`config.mk`:
```
export PLATFORM = sky130hd
export DESIGN_NAME = fc_seq_ctrl
export DESIGN_NICKNAME = d
export VERILOG_FILES = /design/src/rtl/fc_pkg.sv /design/src/rtl/fc_lat_pipe.sv /design/src/rtl/fc_seq_ctrl.sv
export SDC_FILE = /design/constraint.sdc
export NUM_CORES = 1
export LEC_CHECK = 0
export ABC_AREA = 0
export ABC_CLOCK_PERIOD_IN_PS = 1710
export CORE_ASPECT_RATIO = 1.1
export CORE_MARGIN = 2
export CORE_UTILIZATION = 58
export CTS_BUF_LIST = sky130_fd_sc_hd__clkbuf_2 sky130_fd_sc_hd__clkbuf_4 sky130_fd_sc_hd__clkbuf_8
export CTS_CLUSTER_DIAMETER = 50
export CTS_CLUSTER_SIZE = 28
export DETAILED_ROUTE_END_ITERATION = 7
export DONT_BUFFER_PORTS = 1
export PLACE_DENSITY = 0.76
export SLEW_MARGIN = 15
export SYNTH_ARGS = -nofsm -noshare
export SYNTH_HDL_FRONTEND = slang
export SYNTH_SLANG_ARGS = --single-unit
```
`constraint.sdc`:
```
create_clock -name clk -period 1.71 [get_ports clk]
set_clock_uncertainty 0.15 [all_clocks]
set_input_delay 0.513 -clock clk [delete_from_list [all_inputs] [get_ports clk]]
set_output_delay 0.513 -clock clk [all_outputs]
set_load 0.005 [all_outputs]
```
`src/rtl/fc_pkg.sv`:
```
// Shared types and defaults for the fully-connected layer sequencer.
//   fc_seq_state_t : sequencer FSM state encoding
//   FC_N_IN / FC_N_OUT / FC_RD_LAT : default layer geometry and read latency
//   idx_width()    : index width helper, never narrower than one bit
package fc_pkg;

    typedef enum logic [2:0] {
        IDLE,
        RUN,
        DRAIN,
        OUT,
        DONE
    } fc_seq_state_t;

    localparam int unsigned FC_N_IN   = 110;
    localparam int unsigned FC_N_OUT  = 16;
    localparam int unsigned FC_RD_LAT = 2;

    // A single-entry range still needs one bit to carry index 0.
    function automatic int unsigned idx_width(input int unsigned n);
        return (n <= 1) ? 1 : $clog2(n);
    endfunction

endpackage

```
`src/rtl/fc_lat_pipe.sv`:
```
// DEPTH-stage, WIDTH-bit shift register that aligns read-side control
// strobes with the memory read latency. Shifts every cycle.
//   clk, rst_n : clock, asynchronous active-low clear of every stage
//   i_d        : strobes entering the pipe
//   o_q        : strobes from DEPTH cycles earlier (i_d itself when DEPTH=0)
module fc_lat_pipe #(
    parameter int unsigned DEPTH = 2,
    parameter int unsigned WIDTH = 3
) (
    input  logic             clk,
    input  logic             rst_n,
    input  logic [WIDTH-1:0] i_d,
    output logic [WIDTH-1:0] o_q
);

    generate
        if (DEPTH == 0) begin : g_bypass
            logic w_unused;
            assign w_unused = clk ^ rst_n;
            assign o_q      = i_d;
        end else begin : g_pipe
            logic [WIDTH-1:0] r_stage [DEPTH];

            // NOTE: the stages hold control strobes, not data, so they are
            // cleared on reset; a stale strobe would fire a spurious MAC.
            always_ff @(posedge clk or negedge rst_n) begin
                if (!rst_n) begin
                    for (int i = 0; i < DEPTH; i++) r_stage[i] <= '0;
                end else begin
                    r_stage[0] <= i_d;
                    for (int i = 1; i < DEPTH; i++) r_stage[i] <= r_stage[i-1];
                end
            end

            assign o_q = r_stage[DEPTH-1];
        end
    endgenerate

endmodule

```
`src/rtl/fc_seq_ctrl.sv`:
```
// Loop sequencer for one fully-connected layer. For each output neuron it
// sweeps all input indices, issuing a read/advance strobe, then waits out the
// read latency and offers the accumulated result on a valid/ready handshake.
//   clk, rst_n                 : clock, asynchronous active-low reset
//   i_start                    : begin a layer (sampled only while idle)
//   i_stall                    : freeze the input sweep
//   o_busy, o_done             : layer in progress / one-cycle completion pulse
//   o_rd_en, o_in_idx          : read strobe and input index being read
//   o_out_idx                  : output neuron currently being computed
//   o_mac_en, o_acc_clr, o_acc_last : read strobe / first / last flags,
//                                delayed by RD_LAT to meet the MAC input data
//   o_out_valid, i_out_ready   : result handshake for o_out_idx
module fc_seq_ctrl
    import fc_pkg::*;
#(
    parameter int unsigned N_IN   = FC_N_IN,
    parameter int unsigned N_OUT  = FC_N_OUT,
    parameter int unsigned RD_LAT = FC_RD_LAT,
    parameter int unsigned IDX_W  = idx_width(N_IN),
    parameter int unsigned OIDX_W = idx_width(N_OUT)
) (
    input  logic              clk,
    input  logic              rst_n,
    input  logic              i_start,
    input  logic              i_stall,
    output logic              o_busy,
    output logic              o_done,
    output logic              o_rd_en,
    output logic [IDX_W-1:0]  o_in_idx,
    output logic [OIDX_W-1:0] o_out_idx,
    output logic              o_mac_en,
    output logic              o_acc_clr,
    output logic              o_acc_last,
    output logic              o_out_valid,
    input  logic              i_out_ready
);

    localparam logic [IDX_W-1:0]  IN_LAST    = IDX_W'(N_IN - 1);
    localparam logic [OIDX_W-1:0] OUT_LAST   = OIDX_W'(N_OUT - 1);
    // Drain counter counts down to zero, so it loads RD_LAT-1.
    localparam logic [2:0]        DRAIN_INIT = 3'((RD_LAT > 0) ? RD_LAT - 1 : 0);

    fc_seq_state_t     r_state;
    fc_seq_state_t     w_next;
    logic [IDX_W-1:0]  r_in_idx;
    logic [OIDX_W-1:0] r_out_idx;
    logic [2:0]        r_drain_cnt;
    logic              w_rd_en;
    logic              w_in_last;
    logic              w_out_last;
    logic [2:0]        w_pipe_q;

    assign w_in_last  = (r_in_idx == IN_LAST);
    assign w_out_last = (r_out_idx == OUT_LAST);

    // NOTE: sequential state uses non-blocking assignments only, so every
    // register samples the pre-edge value of every other register.
    always_ff @(posedge clk or negedge rst_n) begin
        if (!rst_n) r_state <= IDLE;
        else        r_state <= w_next;
    end

    // NOTE: w_next defaults to the current state before the case, so no
    // path leaves it unassigned and no latch is inferred.
    always_comb begin
        w_next = r_state;
        case (r_state)
            IDLE:    if (i_start) w_next = RUN;
            RUN:     if (w_rd_en && w_in_last) w_next = (RD_LAT == 0) ? OUT : DRAIN;
            DRAIN:   if (r_drain_cnt == '0) w_next = OUT;
            OUT:     if (i_out_ready) w_next = w_out_last ? DONE : RUN;
            DONE:    w_next = IDLE;
            default: w_next = IDLE;
        endcase
    end

    always_comb begin
        w_rd_en     = (r_state == RUN) && !i_stall;
        o_busy      = (r_state != IDLE);
        o_done      = (r_state == DONE);
        o_out_valid = (r_state == OUT);
    end

    // Index and drain bookkeeping. The drain counter is reloaded throughout
    // RUN so it is armed on the cycle DRAIN is entered.
    always_ff @(posedge clk or negedge rst_n) begin
        if (!rst_n) begin
            r_in_idx    <= '0;
            r_out_idx   <= '0;
            r_drain_cnt <= '0;
        end else begin
            if (r_state == IDLE && i_start) begin
                r_in_idx  <= '0;
                r_out_idx <= '0;
            end
            if (w_rd_en) r_in_idx <= w_in_last ? '0 : r_in_idx + IDX_W'(1);
            if (r_state == RUN)
                r_drain_cnt <= DRAIN_INIT;
            else if (r_state == DRAIN && r_drain_cnt != '0)
                r_drain_cnt <= r_drain_cnt - 3'd1;
            if (r_state == OUT && i_out_ready)
                r_out_idx <= w_out_last ? '0 : r_out_idx + OIDX_W'(1);
        end
    end

    fc_lat_pipe #(
        .DEPTH(RD_LAT),
        .WIDTH(3)
    ) u_lat_pipe (
        .clk  (clk),
        .rst_n(rst_n),
        .i_d  ({w_rd_en, w_rd_en && (r_in_idx == '0), w_rd_en && w_in_last}),
        .o_q  (w_pipe_q)
    );

    assign o_rd_en    = w_rd_en;
    assign o_in_idx   = r_in_idx;
    assign o_out_idx  = r_out_idx;
    assign o_mac_en   = w_pipe_q[2];
    assign o_acc_clr  = w_pipe_q[1];
    assign o_acc_last = w_pipe_q[0];

endmodule

```
==> results.yml, run 1 <==
flow_run:
  maxCapViolations: 0
pwr:
  max-vdd-ir-drop_mv: 0.619
  p_seq_share_pct: 52.8
  fin_total_pwr_mw: 1.28
  power_frac_clock_pct: 20.6
  p_int_uw: 859
  combPwrFrac_pct: 26.7
  leakage_nw: 0.683
  p_sw_share_pct: 33.1
  p_per_area_nw_per_um2: 836
  p_sw_uw: 426
layout:
  final_area_um2: 1540
  n_fill_cell: 150
  multiInputGateArea_um2: 664
  final_cells: 174
  regArea_um2: 576
  num_antenna_cells: 0
  area_delta_synth_final_pct: 25.3
  nets: 158
  drive_gt1_share_pct: 28.1
clock_tree:
  clk_pin_slew_worst_paths_ps: 130
  cts_tree: "done"
  clock-root-buffer: "clkbuf_4"
  cts_buffer_depth: 2
  htreeDepth: 1
  numClockSinks: 23
  cts_buffers: 3
  worstSkewPairLatency_ps: 320
synth:
  syn_avg_cell_area_um2: 9.81
  yosysSeqAreaShare_pct: 46.9
  async_flop_share_pct: 100
  yosys_most_used_dff: "dfrtp_1"
  yosysWarnings: 0
  synth_edf_count: 0
  ys_types: 37
  syn-num-nets: 136
  syn-cell-area_um2: 1230
  synth_cells: 125
  synth-seq-cells: 23
grt:
  grt_util_all_layers_pct: 26.8
  grt_max_degree: 24
  antenna_found_initial: 0
  grt_pass1_vias: 1008
  gr-total-overflow: 0
  grt_pass1_wl_um: 4670
timing:
  grt_setup_unrepaired: "yes"
  hold_viol_final: 0
  finalCriticalPeriod_ps: 2060
  min_period_over_period_pct: 120
  drv_slew: 0
  holdWs_ps: 217
  fmax_ghz: 0.486
  slew_headroom_pct: 32.8
  worst_slack_ps: -347
  worst_slew_pin_slew_ps: 1010
  setup_violations: 8
setup_path:
  worst-path-max-fanout: 2
  cp-start-kind: "register"
  required_ps: 1050
  crit_type: "register to primary output"
  cp-end-kind: "primary output"
  cp.arrival_ps: 1390
  worst_r2r_path_depth: 6
run_status:
  outcome: "finished with violations"
  violations: "setup timing"
floorplanning:
  coreArea_um2: 2000
  ios: 23
  rows: 17
  fp.dieArea_um2: 2500
  die_h_um: 52.2
  initial_core_util_pct: 61.3
  die_x_um: 47.8
detailed_routing:
  first_pass_iters: 4
  ant_nets: 0
  drtIter0Drc: 23
  avgRoutedWirePerCell_um: 18.9
  vias: 1080
  drc: 0
  routed_wl_um: 3280
  drt-vias-per-instance: 6.21
placed_design:
  place.gp.congestion: 0.822
  placed_cell_area_um2: 1340
  port_buffers: 0
  dp_slack_ps: -63.1
  post-dp-hpwl_um: 1900
  dp_cells: 160
min_path:
  hold_depth: 0
  hold_class: "register to register"
[cell families (layout without fill, tap and decap cells)]
group	after synthesis	count (layout)	share of synthesized area [%]
AOI/OAI and AO/OA	34	34	17.9
xor gates and xnor gates	2	2	1.43
adders and majority gates	6	6	6.12
buffers and inverters	11	32	3.78
DFF	23	23	46.9
muxes	3	3	2.55
and+or+nand+nor	46	46	21.3
[metal layers]
metal  track usage (%)  vias to the layer above  wire, µm
met1              33.1                      516      1300
met2              43.8                       53      1720
met3              4.14                       15       145
met4              13.5                        0       123
met5                 0                        -         0
li1                  -                      496         -
[placed cells by master, fill, tap and decap left out, types with 3 or more instances in the layout]
cell type and n:
a21oi_1 3, a21oi_2 3, buf_4 14, buf_6 4, clkbuf_4 3, dfrtp_1 23, ha_1 6, inv_1 5
nand2_1 14, nand3_1 5, nor2_1 4, nor4_1 3, o21ai_0 5, o21ai_1 9, o21ai_2 3
[timing repair]
action	4_1_cts	5_1_grt
hold endpoints to repair	23	0
resized for setup	11	12
buffers inserted	7	3
pin swaps	6	3
hold buffers	1	0
setup endpoints to repair	5	36
gates cloned	0	0
[stage by stage]
step / utilization [%] / TNS, ps
6_report: 76.8 / -1180
5_1_grt: 76.8 / -1460
4_1_cts: 73.8 / -886
3_5_place_dp: 67.1 / -197
3_3_place_gp: 67.1 / -62.1
2_1_floorplan: - / -58.5
[flip-flops by register name, summed over array words and instances (netlist names)]
name / flops
u_lat_pipe.o_q: 3
r_state: 3
o_in_idx: 7
r_drain_cnt: 3
o_out_idx: 4
u_lat_pipe.g_pipe.r_stage: 3
[power by group through the flow]
stage	Clock, mW	Sequential, mW	Combinational (mW)
floorplan	0	0.692	0.156
global placement	0	0.682	0.275
detailed placement	0	0.685	0.284
CTS	0.264	0.673	0.312
global route	0.289	0.692	0.375
finish	0.264	0.678	0.342
[synthesized netlist by cell type (2+ instances only)]
library cell	number	share of area, %
a21o_1	2	1.2
a21oi_1	6	2.4
a22o_1	2	1.4
a22oi_1	2	1.2
and3_1	2	1.0
clkbuf_1	4	1.2
dfrtp_1	23	47
ha_1	6	6.1
inv_1	6	1.8
mux2i_1	2	1.6
nand2_1	14	4.3
nand3_1	5	2.0
nand4_1	2	1.0
nand4b_1	2	1.4
nor2_1	4	1.2
nor2b_1	3	1.5
nor3b_1	2	1.2
nor4_1	4	2.0
o21ai_0	5	2.0
o21ai_1	10	4.1
o21ai_2	2	1.4
or3_1	2	1.0
[critical path, cell delays in order, from the launching register on]
cell,delay (ps)
dfrtp_1,420
or4b_4,560
clkinv_4,90
[path summary, 6_finish.rpt]
kind / from / end / slack [ps]
min in group asynchronous: rst_n / o_out_idx[1] / 270
worst max-delay path: r_state[2] / o_rd_en / -350
worst min-delay path: u_lat_pipe.g_pipe.r_stage[4] / u_lat_pipe.o_q[1] / 220
worst min register to register: u_lat_pipe.g_pipe.r_stage[4] / u_lat_pipe.o_q[1] / 220
worst max register to register: r_state[0] / o_out_idx[2] / -110
max in group asynchronous: rst_n / o_in_idx[4] / 540
[area by class of cell]
| type | instances | area share, % |
|---|---|---|
| clock buffers | 3 | 1.47 |
| repair buffers | 21 | 13.2 |
| clock inverters | 1 | 0.326 |
| flip-flops and latches | 23 | 37.5 |
| inverters | 7 | 2.04 |
| multi-input cells | 91 | 43.2 |
| well taps | 28 | 2.28 |
Power figures use the tool's default switching activity.
==> inputs of run 2 (changes only) <==
--- a/config.mk
+++ b/config.mk
@@ -16,6 +16,8 @@
 export DETAILED_ROUTE_END_ITERATION = 7
 export DONT_BUFFER_PORTS = 1
 export PLACE_DENSITY = 0.76
+export SETUP_SLACK_MARGIN = 0.4
+export SKIP_LAST_GASP = 1
 export SLEW_MARGIN = 15
 export SYNTH_ARGS = -nofsm -noshare
 export SYNTH_HDL_FRONTEND = slang
==> results.yml, run 2 (same netlist as run 1, synthesis figures left out) <==
floorplanning:
  die_h_um: 52.2
  rows: 17
  die_x_um: 47.8
  ios: 23
  initial_core_util_pct: 61.3
  fp.dieArea_um2: 2500
  coreArea_um2: 2000
pwr:
  fin_total_pwr_mw: 1.41
  max-vdd-ir-drop_mv: 0.704
  leakage_nw: 0.771
  p_per_area_nw_per_um2: 781
detailed_routing:
  drtIter0Drc: 59
  avgRoutedWirePerCell_um: 24.1
  wl_met1_um: 1680
  drc: 0
  first_pass_iters: 5
  vias: 1259
  routed_wl_um: 4450
  drt-vias-per-instance: 6.81
  highest_layer: "met4"
  ant_nets: 0
  route.met2.wl_um: 2220
  wl_met3_um: 357
clock_tree:
  cts_buffers: 3
  cts_tree: "done"
  worstSkewPairLatency_ps: 330
  numClockSinks: 23
  clk_pin_slew_worst_paths_ps: 140
  clock-root-buffer: "clkbuf_4"
  htreeDepth: 1
  cts_buffer_depth: 2
layout:
  nets: 169
  regArea_um2: 586
  layout_common_cells: "buf_6, dfrtp_1, nand2_1, buf_4, o21ai_1"
  area_delta_synth_final_pct: 46.8
  mostFrequentLayoutCell: "buf_6"
  utilization_pct: 90.1
  n_fill_cell: 97
  largest_register_ffs: 7
  drive_gt1_share_pct: 49.0
  num_antenna_cells: 0
  multiInputGateArea_um2: 783
placed_design:
  place.gp.congestion: 0.802
  dp_slack_ps: -48.2
  post-dp-hpwl_um: 1870
  port_buffers: 0
timing:
  finalSetupTns_ps: -2540
  grt_setup_unrepaired: "yes"
  min_period_over_period_pct: 122
  holdWs_ps: -17.4
  slew_headroom_pct: 65.2
  finalCriticalPeriod_ps: 2080
  hold_viol_final: 23
  fmax_ghz: 0.480
  drv_slew: 0
  worst_slew_pin_slew_ps: 522
  setup_violations: 10
  worst_slack_ps: -374
setup_path:
  worst-path-max-fanout: 4
  crit_start: "r_state[1]"
  reg2reg_from: "r_state[1]"
  cp-start-kind: "register"
  cp-end-kind: "register"
  crit_type: "register to register"
  required_ps: 1770
  cp.arrival_ps: 2140
grt:
  gr-total-overflow: 0
  grt_util_all_layers_pct: 31.6
  antenna_found_initial: 0
  grt_max_degree: 24
  grt_pass1_wl_um: 5410
  grt_pass1_vias: 1176
run_status:
  violations: "hold timing, setup timing"
  outcome: "finished with violations"
flow_run:
  maxCapViolations: 0
min_path:
  hold_class: "input port to asynchronous set/reset pin"
-- run 2: changes by cell type in the layout (fill, tap and decap cells not counted), moves of 3 or more --
cell	before	now
buf_6	4	16
dfrtp_1	23	15
dfrtp_2	0	8
ha_1	6	3
inv_1	5	2
nor4_1	3	0
nor4_4	1	4
-- run 2: path summary, 6_finish.rpt --
| check | endpoint | slack [ps] | cells after the start |
|---|---|---|---|
| hold / removal | o_out_idx[1] | -20 | 1 |
| max in group asynchronous | o_in_idx[3] | 1050 | 1 |
| hold reg to reg | u_lat_pipe.o_q[0] | 220 | 0 |
| min in group clk | u_lat_pipe.o_q[0] | 220 | 0 |
| setup reg to reg | o_out_idx[2] | -370 | 8 |
| setup / recovery | o_out_idx[2] | -370 | 8 |
-- run 2: through the flow --
step / std cells / instance area, µm²
finish: 185 / 1800
global route: 185 / 1800
CTS: 181 / 1680
detailed placement: 159 / 1360
global placement: 159 / 1360
floorplan: 125 / 1290
-- run 2: per-layer routing --
metal,track usage [%],vias to the layer above
met1,40.7,619
li1,-,520
met4,13.1,0
met2,51.1,95
met3,5.52,25
met5,0,-
-- run 2: repair_timing --
item,in CTS,in global routing
hold buffers,1,0
gates resized for setup,34,20
gates cloned,1,0
hold endpoints to repair,23,0
pin swaps,15,16
setup endpoints to repair,37,38
setup buffers,16,4
-- run 2: cell type report --
cell class,instances,area share (%)
tap,28,1.95
clock inverter,1,0.278
inverter,7,1.88
sequential,23,32.5
clock buffer,3,1.25
timing repair buffer,32,18.6
multi-input combinational,91,43.5
-- run 2: power by group --
group          leakage (nW)  internal, mW  total [mW]  switching, mW
sequential            0.290         0.611       0.701         0.0901
clock                0.0177        0.0880       0.274          0.186
combinational         0.463         0.215       0.431          0.215
total                 0.771         0.914        1.41          0.491
-- run 2: worst max-delay path, cell delays in order (launching register included) --
cell and delay (ps):
dfrtp_1 420, buf_4 140, buf_6 120, buf_6 110, buf_6 110, or3b_1 370
a21o_1 250, o21ai_1 170, o21ai_1 120
==> inputs of run 3 (changes only) <==
--- a/config.mk
+++ b/config.mk
@@ -16,7 +16,6 @@
 export DETAILED_ROUTE_END_ITERATION = 7
 export DONT_BUFFER_PORTS = 1
 export PLACE_DENSITY = 0.76
-export SETUP_SLACK_MARGIN = 0.4
 export SKIP_LAST_GASP = 1
 export SLEW_MARGIN = 15
 export SYNTH_ARGS = -nofsm -noshare
==> results.yml, run 3 (same netlist as run 1, synthesis figures left out) <==
clock_tree:
  worstSkewPairLatency_ps: 320
  cts_tree: "done"
  clk_pin_slew_worst_paths_ps: 140
  numClockSinks: 23
  cts_buffer_depth: 2
  clock-root-buffer: "clkbuf_4"
  cts_buffers: 3
  htreeDepth: 1
flow_run:
  maxCapViolations: 0
timing:
  worst_slack_ps: -368
  worst_slew_pin_slew_ps: 991
  grt_setup_unrepaired: "yes"
  setup_violations: 9
  min_period_over_period_pct: 122
  finalCriticalPeriod_ps: 2080
  fmax_ghz: 0.481
  drv_slew: 0
  hold_viol_final: 0
  slew_headroom_pct: 34.0
setup_path:
  crit_type: "register to primary output"
  cp-start-kind: "register"
  cp-end-kind: "primary output"
  required_ps: 1050
  worst-path-max-fanout: 2
  cp.arrival_ps: 1420
detailed_routing:
  drt-vias-per-instance: 6.16
  routed_wl_um: 2980
  first_pass_iters: 4
  drc: 0
  vias: 1085
  avgRoutedWirePerCell_um: 16.9
  ant_nets: 0
  drtIter0Drc: 19
layout:
  area_delta_synth_final_pct: 26.2
  mostFrequentLayoutCell: "dfrtp_1"
  num_antenna_cells: 0
  layout_common_cells: "dfrtp_1, buf_4, nand2_1"
  utilization_pct: 77.4
  drive_gt1_share_pct: 31.1
  largest_register_ffs: 7
  final_area_um2: 1550
  nets: 160
pwr:
  p_per_area_nw_per_um2: 837
  combPwrFrac_pct: 27.1
  p_sw_share_pct: 32.6
  p_int_uw: 874
  power_frac_clock_pct: 20.5
  leakage_nw: 0.691
  p_sw_uw: 422
  max-vdd-ir-drop_mv: 0.655
  p_seq_share_pct: 52.4
placed_design:
  placed_cell_area_um2: 1340
  place.gp.congestion: 0.822
  post-dp-hpwl_um: 1900
  port_buffers: 0
  dp_slack_ps: -63.1
grt:
  grt_max_degree: 24
  gr-total-overflow: 0
  grt_util_all_layers_pct: 26.2
  antenna_found_initial: 0
  grt_pass1_wl_um: 4570
  grt_pass1_vias: 1013
run_status:
  violations: "setup timing"
  outcome: "finished with violations"
floorplanning:
  rows: 17
  die_h_um: 52.2
  initial_core_util_pct: 61.3
  die_x_um: 47.8
  ios: 23
  fp.dieArea_um2: 2500
  coreArea_um2: 2000
min_path:
  hold_class: "register to register"
## run 3: per-stage QoR
step / hold slack, ps / setup TNS (ps) / total power, mW / std cells
after global placement: 67.8 / -62.1 / 0.957 / 160
after global routing: 235 / -1250 / 1.37 / 176
after floorplan: 67.4 / -58.5 / 0.849 / 125
final: 216 / -1040 / 1.30 / 176
after detailed placement: 67.9 / -197 / 0.968 / 160
after CTS: 222 / -1020 / 1.25 / 172
## run 3: per-layer routing
layer / vias to the layer above / track usage [%] / part of all wire (%)
met4: 0 / 13.5 / 3.1
li1: 499 / - / -
met5: - / 0 / 0
met2: 43 / 41.6 / 50
met3: 11 / 4.83 / 4.5
met1: 532 / 32.9 / 42
## run 3: repair_timing
action                                 CTS  global route
hold buffers                             1             0
endpoints found under the hold margin   23             0
pin swaps                                3             7
setup endpoints to repair                5            37
gates cloned                             0             0
gates resized for setup                 10            14
setup buffers                            7             5
## run 3: power by group through the flow
stage                     Sequential (mW)  Clock (mW)  Combinational, mW
after floorplan                     0.692           0              0.156
after global placement              0.682           0              0.275
after detailed placement            0.685           0              0.284
after CTS                           0.673       0.264              0.311
after global routing                0.691       0.286              0.390
final                               0.679       0.266              0.351
## run 3: layout make-up
class,count,area (µm²)
fillers,142,452
repair buffers,23,209
clock buffers,3,22.5
inverters,7,31.3
clock inverters,1,5.00
flip-flops and latches,23,577
well taps,28,35.0
multi-input cells,91,668
## run 3: final timing paths
check	start	endpoint	slack, ps	cells after the start
setup / recovery	r_state[2]	o_rd_en	-370	2
hold / removal	u_lat_pipe.g_pipe.r_stage[4]	u_lat_pipe.o_q[1]	220	0
setup reg to reg	r_state[1]	o_out_idx[2]	-60	6
hold reg to reg	u_lat_pipe.g_pipe.r_stage[4]	u_lat_pipe.o_q[1]	220	0
max in group asynchronous	rst_n	o_in_idx[0]	490	1
min in group asynchronous	rst_n	o_out_idx[1]	250	1
## run 3: critical path, cell delays in order (launching register included)
cell and delay (ps):
dfrtp_1 440, or4b_4 560, clkinv_4 90
